<file path="src/rtl/trg_frame_serializer.sv">
// Turns one BX of trigger clusters into four 16-bit words (plus charisk) per link; optional TRG_OVERFLOW_CHAR_EN marks overflow with K28.3.
// Latency: word k of a frame strobed in cycle N is registered out in cycle N+1+k.
// Backpressure: none; ready_i low swaps data for filler while framing keeps running.
`timescale 1ns/1ps
module trg_frame_serializer #(
  parameter int ALLOW_TTC_CHARS = 1,
  parameter int ERR_CNT_WIDTH   = 8
) (
  input  logic                     clock_160,
  input  logic                     reset_i,
  input  logic                     frame_strobe_i,
  input  logic [111:0]             gem_data_i,
  input  logic                     overflow_i,
  input  logic                     bc0_i,
  input  logic                     resync_i,
  input  logic                     ready_i,
  output logic [15:0]              trg_tx_data_a,
  output logic [15:0]              trg_tx_data_b,
  output logic [1:0]               trg_tx_isk_a,
  output logic [1:0]               trg_tx_isk_b,
  output logic                     frame_locked_o,
  output logic [ERR_CNT_WIDTH-1:0] phase_err_cnt_o
);
  localparam logic [7:0] K28_1 = 8'h3C;
  localparam logic [7:0] K28_2 = 8'h5C;
  localparam logic [7:0] K28_3 = 8'h7C;
  localparam logic [7:0] K28_5 = 8'hBC;
  localparam logic [ERR_CNT_WIDTH-1:0] ERR_MAX = {ERR_CNT_WIDTH{1'b1}};
  localparam logic [ERR_CNT_WIDTH-1:0] ERR_ONE = {{(ERR_CNT_WIDTH-1){1'b0}}, 1'b1};

  typedef enum logic {IDLE = 1'b0, RUN = 1'b1} state_t;

  state_t                   state_q, state_d;
  logic [1:0]               phase_q, phase_d;
  logic                     data_on_q, data_on_d;
  logic [ERR_CNT_WIDTH-1:0] err_q, err_d;
  logic [111:0]             frame_q, frame_d;
  logic                     bc0_q, bc0_d;
  logic                     resync_q, resync_d;
  logic                     ovf_d;
  logic [7:0]               char_d;
  logic [15:0]              word_a_d, word_b_d;
  logic [1:0]               isk_d;

`ifdef TRG_OVERFLOW_CHAR_EN
  logic                     ovf_q;
`else
  logic                     unused_overflow;
  assign unused_overflow = overflow_i;
`endif

  function automatic logic [15:0] frame_word(input logic [55:0] d, input logic [1:0] ph,
                                             input logic [7:0] ch);
    case (ph)
      2'd0:    frame_word = {d[7:0], ch};
      2'd1:    frame_word = d[23:8];
      2'd2:    frame_word = d[39:24];
      default: frame_word = d[55:40];
    endcase
  endfunction

  always_comb begin
    state_d  = state_q;
    phase_d  = phase_q + 2'd1;
    err_d    = err_q;
    frame_d  = frame_q;
    bc0_d    = bc0_q;
    resync_d = resync_q;
`ifdef TRG_OVERFLOW_CHAR_EN
    ovf_d    = ovf_q;
`else
    ovf_d    = 1'b0;
`endif
    if (frame_strobe_i) begin
      phase_d  = 2'd0;
      state_d  = RUN;
      frame_d  = gem_data_i;
      bc0_d    = bc0_i;
      resync_d = resync_i;
`ifdef TRG_OVERFLOW_CHAR_EN
      ovf_d    = overflow_i;
`endif
      // A strobe while running off the 4-cycle cadence abandons the frame in flight.
      if (state_q == RUN && phase_q != 2'd3 && err_q != ERR_MAX)
        err_d = err_q + ERR_ONE;
    end else if (state_q == RUN && phase_q == 2'd3) begin
      state_d = IDLE;
    end
    // Data is only re-enabled on a word0 boundary so no partial frame escapes.
    data_on_d = ready_i && ((phase_d == 2'd0) || data_on_q);
  end

  always_comb begin
    if (ALLOW_TTC_CHARS != 0 && resync_d)
      char_d = K28_2;
    else if (ALLOW_TTC_CHARS != 0 && bc0_d)
      char_d = K28_1;
    else if (ovf_d)
      char_d = K28_3;
    else
      char_d = K28_5;
  end

  always_comb begin
    word_a_d = 16'h0000;
    word_b_d = 16'h0000;
    isk_d    = 2'b00;
    if (state_d == RUN && data_on_d) begin
      word_a_d = frame_word(frame_d[55:0], phase_d, char_d);
      word_b_d = frame_word(frame_d[111:56], phase_d, char_d);
      isk_d    = (phase_d == 2'd0) ? 2'b01 : 2'b00;
    end else if (phase_d == 2'd0) begin
      word_a_d = {8'h00, K28_5};
      word_b_d = {8'h00, K28_5};
      isk_d    = 2'b01;
    end
  end

  always_ff @(posedge clock_160 or posedge reset_i) begin
    if (reset_i) begin
      state_q       <= IDLE;
      phase_q       <= 2'd3;
      data_on_q     <= 1'b0;
      err_q         <= '0;
      frame_q       <= '0;
      bc0_q         <= 1'b0;
      resync_q      <= 1'b0;
`ifdef TRG_OVERFLOW_CHAR_EN
      ovf_q         <= 1'b0;
`endif
      trg_tx_data_a <= 16'h0000;
      trg_tx_data_b <= 16'h0000;
      trg_tx_isk_a  <= 2'b00;
      trg_tx_isk_b  <= 2'b00;
    end else begin
      state_q       <= state_d;
      phase_q       <= phase_d;
      data_on_q     <= data_on_d;
      err_q         <= err_d;
      frame_q       <= frame_d;
      bc0_q         <= bc0_d;
      resync_q      <= resync_d;
`ifdef TRG_OVERFLOW_CHAR_EN
      ovf_q         <= ovf_d;
`endif
      trg_tx_data_a <= word_a_d;
      trg_tx_data_b <= word_b_d;
      trg_tx_isk_a  <= isk_d;
      trg_tx_isk_b  <= isk_d;
    end
  end

  assign frame_locked_o  = (state_q == RUN);
  assign phase_err_cnt_o = err_q;

endmodule
</file>
<file path="config.mk">
export PLATFORM = sky130hd
export DESIGN_NAME = trg_frame_serializer
export DESIGN_NICKNAME = d
export VERILOG_FILES = /design/src/rtl/trg_frame_serializer.sv
export SDC_FILE = /design/constraint.sdc
export NUM_CORES = 1
export LEC_CHECK = 0
export CORE_MARGIN = 1
export CORE_UTILIZATION = 54
export DETAILED_ROUTE_END_ITERATION = 6
export GPL_TIMING_DRIVEN = 0
export MAX_ROUTING_LAYER = met4
export PLACE_DENSITY = 0.95
export SYNTH_ARGS = -nofsm -noshare
export SYNTH_HDL_FRONTEND = slang
export SYNTH_SLANG_ARGS = --single-unit
</file>
<file path="constraint.sdc">
create_clock -name clock_160 -period 7.8 [get_ports clock_160]
set_clock_uncertainty 0.05 [all_clocks]
set_input_delay 1.17 -clock clock_160 [delete_from_list [all_inputs] [get_ports clock_160]]
set_output_delay 1.17 -clock clock_160 [all_outputs]
set_load 0.01 [all_outputs]
</file>
==> results of run 1 <==
-- logic make-up (layout without fill, tap and decap cells) --
| group | after synthesis | in the layout | synth area share |
|---|---|---|---|
| flip-flops | 159 | 159 | 0.580 |
| multiplexers | 127 | 127 | 0.217 |
| AND/OR/NAND/NOR | 92 | 92 | 0.0737 |
| AO/OA/AOI/OAI | 69 | 69 | 0.0704 |
| buffers and inverters | 46 | 236 | 0.0454 |
| XOR/XNOR | 7 | 7 | 0.00894 |
| adder cells (fa/ha/maj) | 2 | 2 | 0.00365 |
| other | 1 | 2 | 0.000547 |
-- cell type report --
cell class,instances,area share
plain buffers,37,0.0296
inverters,9,0.00413
well taps,168,0.0224
multi-input cells,299,0.274
flip-flops and latches,159,0.424
repair buffers,160,0.173
clock inverters,11,0.0253
clock buffers,19,0.0472
-- per-layer routing --
| metal | track usage | up-vias | wire length [microns] |
|---|---|---|---|
| met1 | 0.384 | 2531 | 7520 |
| met5 | - | - | 0 |
| met4 | 0.175 | 0 | 799 |
| li1 | - | 2137 | - |
| met2 | 0.538 | 278 | 9950 |
| met3 | 0.0593 | 63 | 1190 |
-- report_power, final --
part | total [W] | internal, W | switching, W
logic | 0.000462 | 0.000255 | 0.000207
clock network | 0.000960 | 0.000637 | 0.000323
registers | 0.000982 | 0.000921 | 0.0000606
-- per-stage QoR --
stage / instances / cell area [sq um] / hold WS (ps) / total power (W) / setup slack [ps]
after floorplan: 504 / 6870 / 417 / 0.00123 / 2290
after global placement: 831 / 8670 / 424 / 0.00142 / 567
after detailed placement: 832 / 8700 / 438 / 0.00144 / 5190
after CTS: 862 / 9380 / 453 / 0.00241 / 5130
after global routing: 862 / 9380 / 468 / 0.00249 / 5070
final: 862 / 9380 / 449 / 0.00240 / 5130
-- sequential cells by signal (all words and copies together), names as in the netlist --
| register | count |
|---|---|
| frame_q | 112 |
| trg_tx_data_a | 16 |
| trg_tx_data_b | 16 |
| phase_err_cnt_o | 8 |
| phase_q | 2 |
| bc0_q | 1 |
| data_on_q | 1 |
| frame_locked_o | 1 |
| resync_q | 1 |
| trg_tx_isk_b | 1 |
-- how the worst min path moves through the flow --
stage,from,slack (ps),depth (start not counted),to
final,frame_q[2]$_DFF_PP0_,450,1,frame_q[2]$_DFF_PP0_
after global routing,frame_q[3]$_DFF_PP0_,470,1,frame_q[3]$_DFF_PP0_
after detailed placement,frame_q[16]$_DFF_PP0_,440,1,frame_q[16]$_DFF_PP0_
after floorplan,bc0_q$_DFF_PP0_,420,2,bc0_q$_DFF_PP0_
after global placement,phase_err_cnt_o[6]$_DFFE_PP0P_,420,1,phase_err_cnt_o[6]$_DFFE_PP0P_
after CTS,frame_q[3]$_DFF_PP0_,450,1,frame_q[3]$_DFF_PP0_
-- synth_stat cells, drive strengths merged (3+ instances only) --
cell | instances | area (sq um)
o22a | 4 | 35.0
xnor2 | 6 | 52.6
mux4 | 6 | 139
nor3 | 16 | 85.1
buf | 35 | 270
o31ai | 4 | 35.0
mux2 | 112 | 1260
inv | 9 | 33.8
dfrtp | 157 | 3930
nand4 | 3 | 18.8
a211o | 5 | 43.8
a31oi | 7 | 58.8
a211oi | 4 | 30.0
mux2i | 9 | 90.1
nand3b | 6 | 57.6
o21ai | 14 | 70.1
nand2 | 13 | 48.8
nor2b | 13 | 83.8
a21oi | 18 | 90.1
nand2b | 10 | 62.6
a221oi | 5 | 43.8
nor2 | 24 | 97.6
o22ai | 3 | 18.8
and3 | 3 | 18.8
==> results.json, run 1 <==
{
  "path_max_fanout": 5,
  "mostFrequentLayoutCell": "clkdlybuf4s50_1",
  "r2r-start": "phase_q[0]$_DFF_PP1_",
  "overflow": 0,
  "slowest_stage": "clkdlybuf4s50_1",
  "clock-root-buffer": "clkbuf_16",
  "crit_path_cell_trace": "clkdlybuf4s50_1",
  "max_freq_ghz": 0.375,
  "clock_latency_ps": 420,
  "powerDensity_nw_per_um2": 256,
  "antenna_found_initial": 0,
  "post_cts_resized": 0,
  "min_path_type": "flip-flop to flip-flop",
  "final.min_clock_period_ps": 2670,
  "drtPass1Iterations": 5,
  "ir_drop_v": 0.000155,
  "hold_violations": 0,
  "r2r_slack_ps": 5740,
  "cp-startpoint": "phase_err_cnt_o[3]$_DFFE_PP0P_",
  "fin_nets": 804,
  "routedWlPerCell_microns": 22.6,
  "cts.sink_count": 159,
  "die_w_microns": 115,
  "tightest_slew_ps": 723,
  "rsz0062_at_grt": "false",
  "grt_use_total": 0.327,
  "vias": 5009,
  "regArea_sq_um": 3980,
  "maxSlewViolCount": 0,
  "synthCells": 503,
  "cp.arrival_ps": 1450,
  "port_buffers": 159,
  "totalNegativeSetupSlack_ps": 0,
  "start_util": 0.562,
  "dpl.hpwl_microns": 12900,
  "die_area_sq_um": 13200,
  "pin_count": 164,
  "cts_max_level": 4,
  "max_slew_margin": 0.518,
  "crit_path_max_incr_delay_ps": 600,
  "coreArea_sq_um": 12200,
  "synth-main-ff-cell": "dfrtp_1",
  "synth_cell_types": 49,
  "grt_pass1_vias": 5487,
  "power_leakage_nw": 3.94,
  "grt_pass1_wl_microns": 30000,
  "wl_microns": 19500,
  "path_depth": 1,
  "fp.dieH_microns": 115,
  "path_clk_slew_ps": 60,
  "drive_above_1_share": 0.281,
  "cts_inserted_buffers": 17,
  "dr.first_iter.drc_count": 445,
  "fillers": 744,
  "avgSynthCellArea_sq_um": 13.6,
  "vias_per_cell": 5.81,
  "finalSetupViolations": 0,
  "crit_end": "phase_err_cnt_o[3]",
  "crit_buf_inv": 1,
  "antenna_left": 0,
  "cp_data_required_time_ps": 6580,
  "cts_tree": "yes",
  "rows": 40,
  "final_core_util": 0.768,
  "grt_max_degree": 82,
  "gp_congestion": 0.829,
  "clockBufferDepth": 2,
  "multiInputGateArea_sq_um": 2570,
  "diodes": 0,
  "rr_endpoint": "trg_tx_data_b[7]$_DFF_PP0_",
  "drc": 0,
  "critPathCaptureType": "output port",
  "critical_path_class": "flip-flop to output port",
  "yosys_warnings": 0,
  "synth_edf_count": 0,
  "status": "completed",
  "crit_family": "buffers and inverters",
  "seq_area_frac_synth": 0.580,
  "area_growth_pct": 36.7,
  "async_flop_share": 1.00,
  "hold_buffers": 0,
  "synth_seq_cells": 159,
  "layout_common_cells": "159 x clkdlybuf4s50_1, 157 x dfrtp_1, 112 x mux2_2",
  "cap_violations": 0,
  "crit_path_start_kind": "flip-flop",
  "cts_setup_buffers": 0,
  "reg2reg_depth": 5,
  "fin_crit_sh": 0.342,
  "syn_area_sq_um": 6860
}
(Power assumes the default switching activity.)
==> inputs of run 2 (changes only) <==
Settings changed: CORE_UTILIZATION 54 to 45, PLACE_DENSITY 0.95 to 0.88.
Clock period 7.8 ns to 2.2 ns, I/O delays scaled along.
==> run 2 against run 1 <==
Compared with the run above:
- the run now ends with design-rule violations left
- sequential power rose to 3.5 times the previous value
- critical path depth up 4
- clock power rose to 3.1 times the previous value
- first-iteration DRC count down 16%
- flip-flop and latch count unchanged
- setup slack worse by 5000 ps
- utilization down 13 points
- power rose to 3.4 times the previous value
- design area down 0.32%
- global-route usage down 7.4 points
- register-to-register slack worse by 5600 ps
- largest power group unchanged
==> results.json, run 2 (synthesized netlist as in run 1, its figures left out) <==
{
  "path_clk_slew_ps": 60,
  "cp.arrival_ps": 2300,
  "wl_microns": 18300,
  "critical_path_class": "flip-flop to flip-flop",
  "rsz0062_at_grt": "false",
  "fin_crit_sh": 0.922,
  "cts.sink_count": 159,
  "power_leakage_nw": 3.92,
  "start_util": 0.467,
  "largest-register": "frame_q",
  "post_cts_resized": 0,
  "grt_max_degree": 44,
  "cts_setup_buffers": 0,
  "rr_endpoint": "trg_tx_data_b[7]$_DFF_PP0_",
  "clockBufferDepth": 2,
  "r2r_slack_ps": 170,
  "cts_inserted_buffers": 17,
  "hold_start": "frame_strobe_i",
  "gp_congestion": 0.812,
  "routedWlPerCell_microns": 20.8,
  "crit_path_max_incr_delay_ps": 540,
  "antenna_left": 0,
  "path_max_fanout": 5,
  "min_path_type": "input pin to flip-flop",
  "max_freq_ghz": 0.493,
  "max_slew_margin": 0.432,
  "top_layer_used": "met4",
  "clock-root-buffer": "clkbuf_16",
  "clock_latency_ps": 430,
  "r2r-start": "phase_q[0]$_DFF_PP1_",
  "antenna_found_initial": 1,
  "reg2reg_depth": 5,
  "port_buffers": 159,
  "cap_violations": 0,
  "stdcell_count": 883,
  "violations": "design-rule violations",
  "vias_per_cell": 5.44,
  "largest_reg_flops": 112,
  "pre_cts_ws_ps": 233,
  "mostFrequentLayoutCell": "clkdlybuf4s50_1",
  "whs_ps": 260,
  "final.min_clock_period_ps": 2030,
  "grt_pass1_wl_microns": 28500,
  "grt_use_total": 0.253,
  "coreArea_sq_um": 14700,
  "cp-startpoint": "phase_q[0]$_DFF_PP1_",
  "place_inst": 850,
  "postLayoutSetupSlackWorst_ps": 173,
  "finalSetupViolations": 0,
  "vias": 4803,
  "met1Wirelength_microns": 7680,
  "tightest_slew_ps": 851,
  "totalNegativeSetupSlack_ps": 0,
  "rows": 44,
  "fin_nets": 806,
  "die_area_sq_um": 15700,
  "dr.first_iter.drc_count": 376,
  "reg_top3": "frame_q (112), trg_tx_data_a (16), trg_tx_data_b (16)",
  "powerDensity_nw_per_um2": 862,
  "crit_path_cell_trace": "ha_1 > nand2b_1 > o31ai_2 > a2bb2oi_1 > o31ai_1",
  "fp.dieH_microns": 125,
  "pin_count": 164,
  "die_w_microns": 125,
  "critPathCaptureType": "flip-flop",
  "dpl.hpwl_microns": 13100,
  "drc": 14,
  "cp_data_required_time_ps": 2470,
  "grt_pass1_vias": 5210,
  "layout_common_cells": "159 x clkdlybuf4s50_1, 157 x dfrtp_1, 112 x mux2_2",
  "whs_path_depth": 3,
  "hold-path-endpoint": "data_on_q$_DFF_PP0_",
  "cts_tree": "yes",
  "met2WireLength_microns": 9180,
  "drive_above_1_share": 0.285,
  "ir_drop_v": 0.000563,
  "hold_violations": 0,
  "route.met3.wl_microns": 1010,
  "drtPass1Iterations": 7,
  "area_growth_pct": 36.3,
  "overflow": 0,
  "cts_max_level": 4,
  "maxSlewViolCount": 0,
  "crit_path_start_kind": "flip-flop",
  "status": "finished, violations left",
  "slowest_stage": "dfstp_2",
  "hold_buffers": 0
}
## run 2: cell count changes in the layout (fill, tap and decap cells not counted)
cell        delta
buf_12         +3
buf_16         -1
bufinv_16      -4
clkbuf_8       -1
clkinv_2       +3
clkinv_4       +3
clkinvlp_4     +1
diode_2        +1
## run 2: how the worst max path moves through the flow
stage / to / slack, ps / cells after the start
global route: trg_tx_data_a[7]$_DFF_PP0_ / 50 / 5
floorplan: bc0_q$_DFF_PP0_ / -190 / 1
global placement: phase_err_cnt_o[3]$_DFFE_PP0P_ / -1360 / 2
finish: trg_tx_data_b[7]$_DFF_PP0_ / 170 / 5
detailed placement: trg_tx_data_a[7]$_DFF_PP0_ / 230 / 5
CTS: trg_tx_data_a[7]$_DFF_PP0_ / 210 / 5
## run 2: report_power, final
part           switching (W)  total (W)  internal, W
sequential          0.000207    0.00347      0.00327
clock                0.00119    0.00298      0.00178
combinational       0.000702    0.00161     0.000908
total                0.00210    0.00806      0.00596
## run 2: metrics by stage
stage	area [sq um]	total power, W	utilization
after floorplan	6870	0.00436	-
after global placement	8690	0.00504	0.591
after detailed placement	8750	0.00513	0.595
after CTS	9350	0.00811	0.636
after global routing	9350	0.00839	0.636
final	9350	0.00806	0.636
## run 2: area by class of cell
| class | instances | area (sq um) |
|---|---|---|
| inverter | 9 | 37.5 |
| sequential | 159 | 3980 |
| buffer | 37 | 278 |
| antenna | 1 | 2.50 |
| tap | 184 | 230 |
| timing repair buffer | 162 | 1650 |
| clock inverter | 14 | 168 |
| multi-input combinational | 299 | 2570 |
| fill | 1056 | 5350 |
| clock buffer | 18 | 429 |
## run 2: critical path: cells and delay by family (launching register included)
family,cells,cell delay (ps)
fa+ha+maj,1,270
simple gates,1,180
flops,1,540
compound gates,3,880
## run 2: routing by layer
| metal | track usage | vias to the layer above |
|---|---|---|
| met1 | 0.307 | 2426 |
| met5 | - | - |
| li1 | - | 2156 |
| met2 | 0.406 | 182 |
| met4 | 0.108 | 0 |
| met3 | 0.0582 | 39 |
==> inputs of run 3 (changes only) <==
Settings changed: PLACE_DENSITY 0.88 to 0.81.
==> run 3 against run 2 <==
Compared with the run above:
- the run still ends with design-rule violations left
- flip-flop and latch count did not move
- via count rose by 0.15%
- worst hold slack improved by 27 ps
- setup slack got worse by 79 ps
- combinational power barely moved
- largest power group unchanged
==> results.json, run 3 (synthesized netlist as in run 1, its figures left out) <==
{
  "crit_path_start_kind": "flip-flop",
  "met1_usage": 0.307,
  "r2r_slack_ps": 90,
  "grt_pass1_wl_microns": 28600,
  "gp_congestion": 0.848,
  "critical_path_class": "flip-flop to flip-flop",
  "busiest_layer": "met2",
  "fp.dieH_microns": 125,
  "die_w_microns": 125,
  "final.min_clock_period_ps": 2110,
  "overflow": 0,
  "maxSlewViolCount": 0,
  "met3_usage": 0.0625,
  "grt_max_degree": 47,
  "fin_crit_sh": 0.957,
  "largest-register": "frame_q",
  "pre_cts_ws_ps": 175,
  "cts_max_level": 4,
  "cp.arrival_ps": 2340,
  "reg_top3": "frame_q (112), trg_tx_data_a (16), trg_tx_data_b (16)",
  "crit_buf_inv": 3,
  "dr.first_iter.drc_count": 246,
  "min_path_type": "input pin to flip-flop",
  "crit_family": "buffers and inverters",
  "clock_latency_ps": 430,
  "vias": 4810,
  "finalSetupViolations": 0,
  "pin_count": 164,
  "path_clk_slew_ps": 60,
  "dpl.hpwl_microns": 13100,
  "rsz0062_at_grt": "false",
  "postLayoutSetupSlackWorst_ps": 93.5,
  "violations": "design-rule violations",
  "post_cts_resized": 0,
  "grt_use_total": 0.255,
  "slowest_stage": "dfstp_2",
  "path_depth": 5,
  "status": "finished, violations left",
  "hold_buffers": 0,
  "powerDensity_nw_per_um2": 879,
  "die_area_sq_um": 15700,
  "antenna_found_initial": 0,
  "cts.sink_count": 159,
  "mostFrequentLayoutCell": "clkdlybuf4s50_1",
  "drive_above_1_share": 0.285,
  "whs_path_depth": 3,
  "drtPass1Iterations": 7,
  "clock-root-buffer": "clkbuf_16",
  "gr-usage-met2": 0.396,
  "largest_reg_flops": 112,
  "fin_area_sq_um": 9390,
  "crit_path_max_incr_delay_ps": 530,
  "area_growth_pct": 36.8,
  "antenna_left": 0,
  "cap_violations": 0,
  "cts_inserted_buffers": 17,
  "coreArea_sq_um": 14700,
  "placed_area_sq_um": 8750,
  "tightest_slew_ps": 739,
  "reg2reg_depth": 5,
  "max_freq_ghz": 0.475,
  "power_leakage_nw": 3.95,
  "start_util": 0.467,
  "diodes": 0,
  "routedWlPerCell_microns": 20.7,
  "crit_path_cell_trace": "buf_4 > buf_12 > clkbuf_1 > a31oi_1 > o21ai_0",
  "drc": 10,
  "clockBufferDepth": 2,
  "fillers": 1109,
  "ir_drop_v": 0.000528,
  "cts_tree": "yes",
  "path_max_fanout": 10,
  "wl_microns": 18200,
  "cts_setup_buffers": 0,
  "rows": 44,
  "grt_pass1_vias": 5331,
  "port_buffers": 159,
  "layout_common_cells": "159 x clkdlybuf4s50_1, 157 x dfrtp_1, 112 x mux2_2",
  "critPathCaptureType": "flip-flop",
  "fin_nets": 806,
  "max_slew_margin": 0.506,
  "cp_data_required_time_ps": 2430,
  "vias_per_cell": 5.45,
  "hold_violations": 0
}
## run 3: metal layers
metal	share of wire	vias to the layer above
met1	0.41	2401
met4	0.038	0
met2	0.49	207
met5	0	-
li1	-	2151
met3	0.062	51
## run 3: area by class of cell
type | count | area, sq um | share of cell area
Buffer | 37 | 278 | 0.0296
Clock buffer | 19 | 443 | 0.0472
Clock inverter | 13 | 193 | 0.0205
Inverter | 9 | 37.5 | 0.00400
Multi-Input combinational cell | 299 | 2570 | 0.274
Sequential cell | 159 | 3980 | 0.424
Tap cell | 184 | 230 | 0.0245
Timing Repair Buffer | 162 | 1650 | 0.176
## run 3: worst paths after layout
| kind | startpoint | to |
|---|---|---|
| setup / recovery | phase_q[0]$_DFF_PP1_ | trg_tx_data_b[5]$_DFF_PP0_ |
| hold / removal | frame_strobe_i | data_on_q$_DFF_PP0_ |
| setup reg to reg | phase_q[0]$_DFF_PP1_ | trg_tx_data_b[5]$_DFF_PP0_ |
| hold reg to reg | frame_q[32]$_DFF_PP0_ | frame_q[32]$_DFF_PP0_ |
| max in group asynchronous | reset_i | frame_q[69]$_DFF_PP0_ |
| min in group asynchronous | reset_i | frame_q[7]$_DFF_PP0_ |
## run 3: through the flow
stage / power, W / setup TNS, ps / hold slack [ps] / utilization / instances
after floorplan: 0.00436 / -30340 / 402 / - / 504
after global placement: 0.00504 / -214090 / 424 / 0.591 / 847
after detailed placement: 0.00513 / 0 / 438 / 0.595 / 850
after CTS: 0.00830 / 0 / 286 / 0.639 / 882
after global routing: 0.00860 / 0 / 290 / 0.639 / 882
final: 0.00825 / 0 / 287 / 0.639 / 882
## run 3: worst reg2reg max path, cell delays in order (launching register included)
cell,delay (ps)
dfstp_2,530
buf_4,220
buf_12,170
clkbuf_1,420
a31oi_1,200
o21ai_0,350
## run 3: where the power goes
group          switching, W  internal [W]
clock network       0.00115       0.00203
registers          0.000203       0.00327
logic              0.000698      0.000905
total               0.00205       0.00620
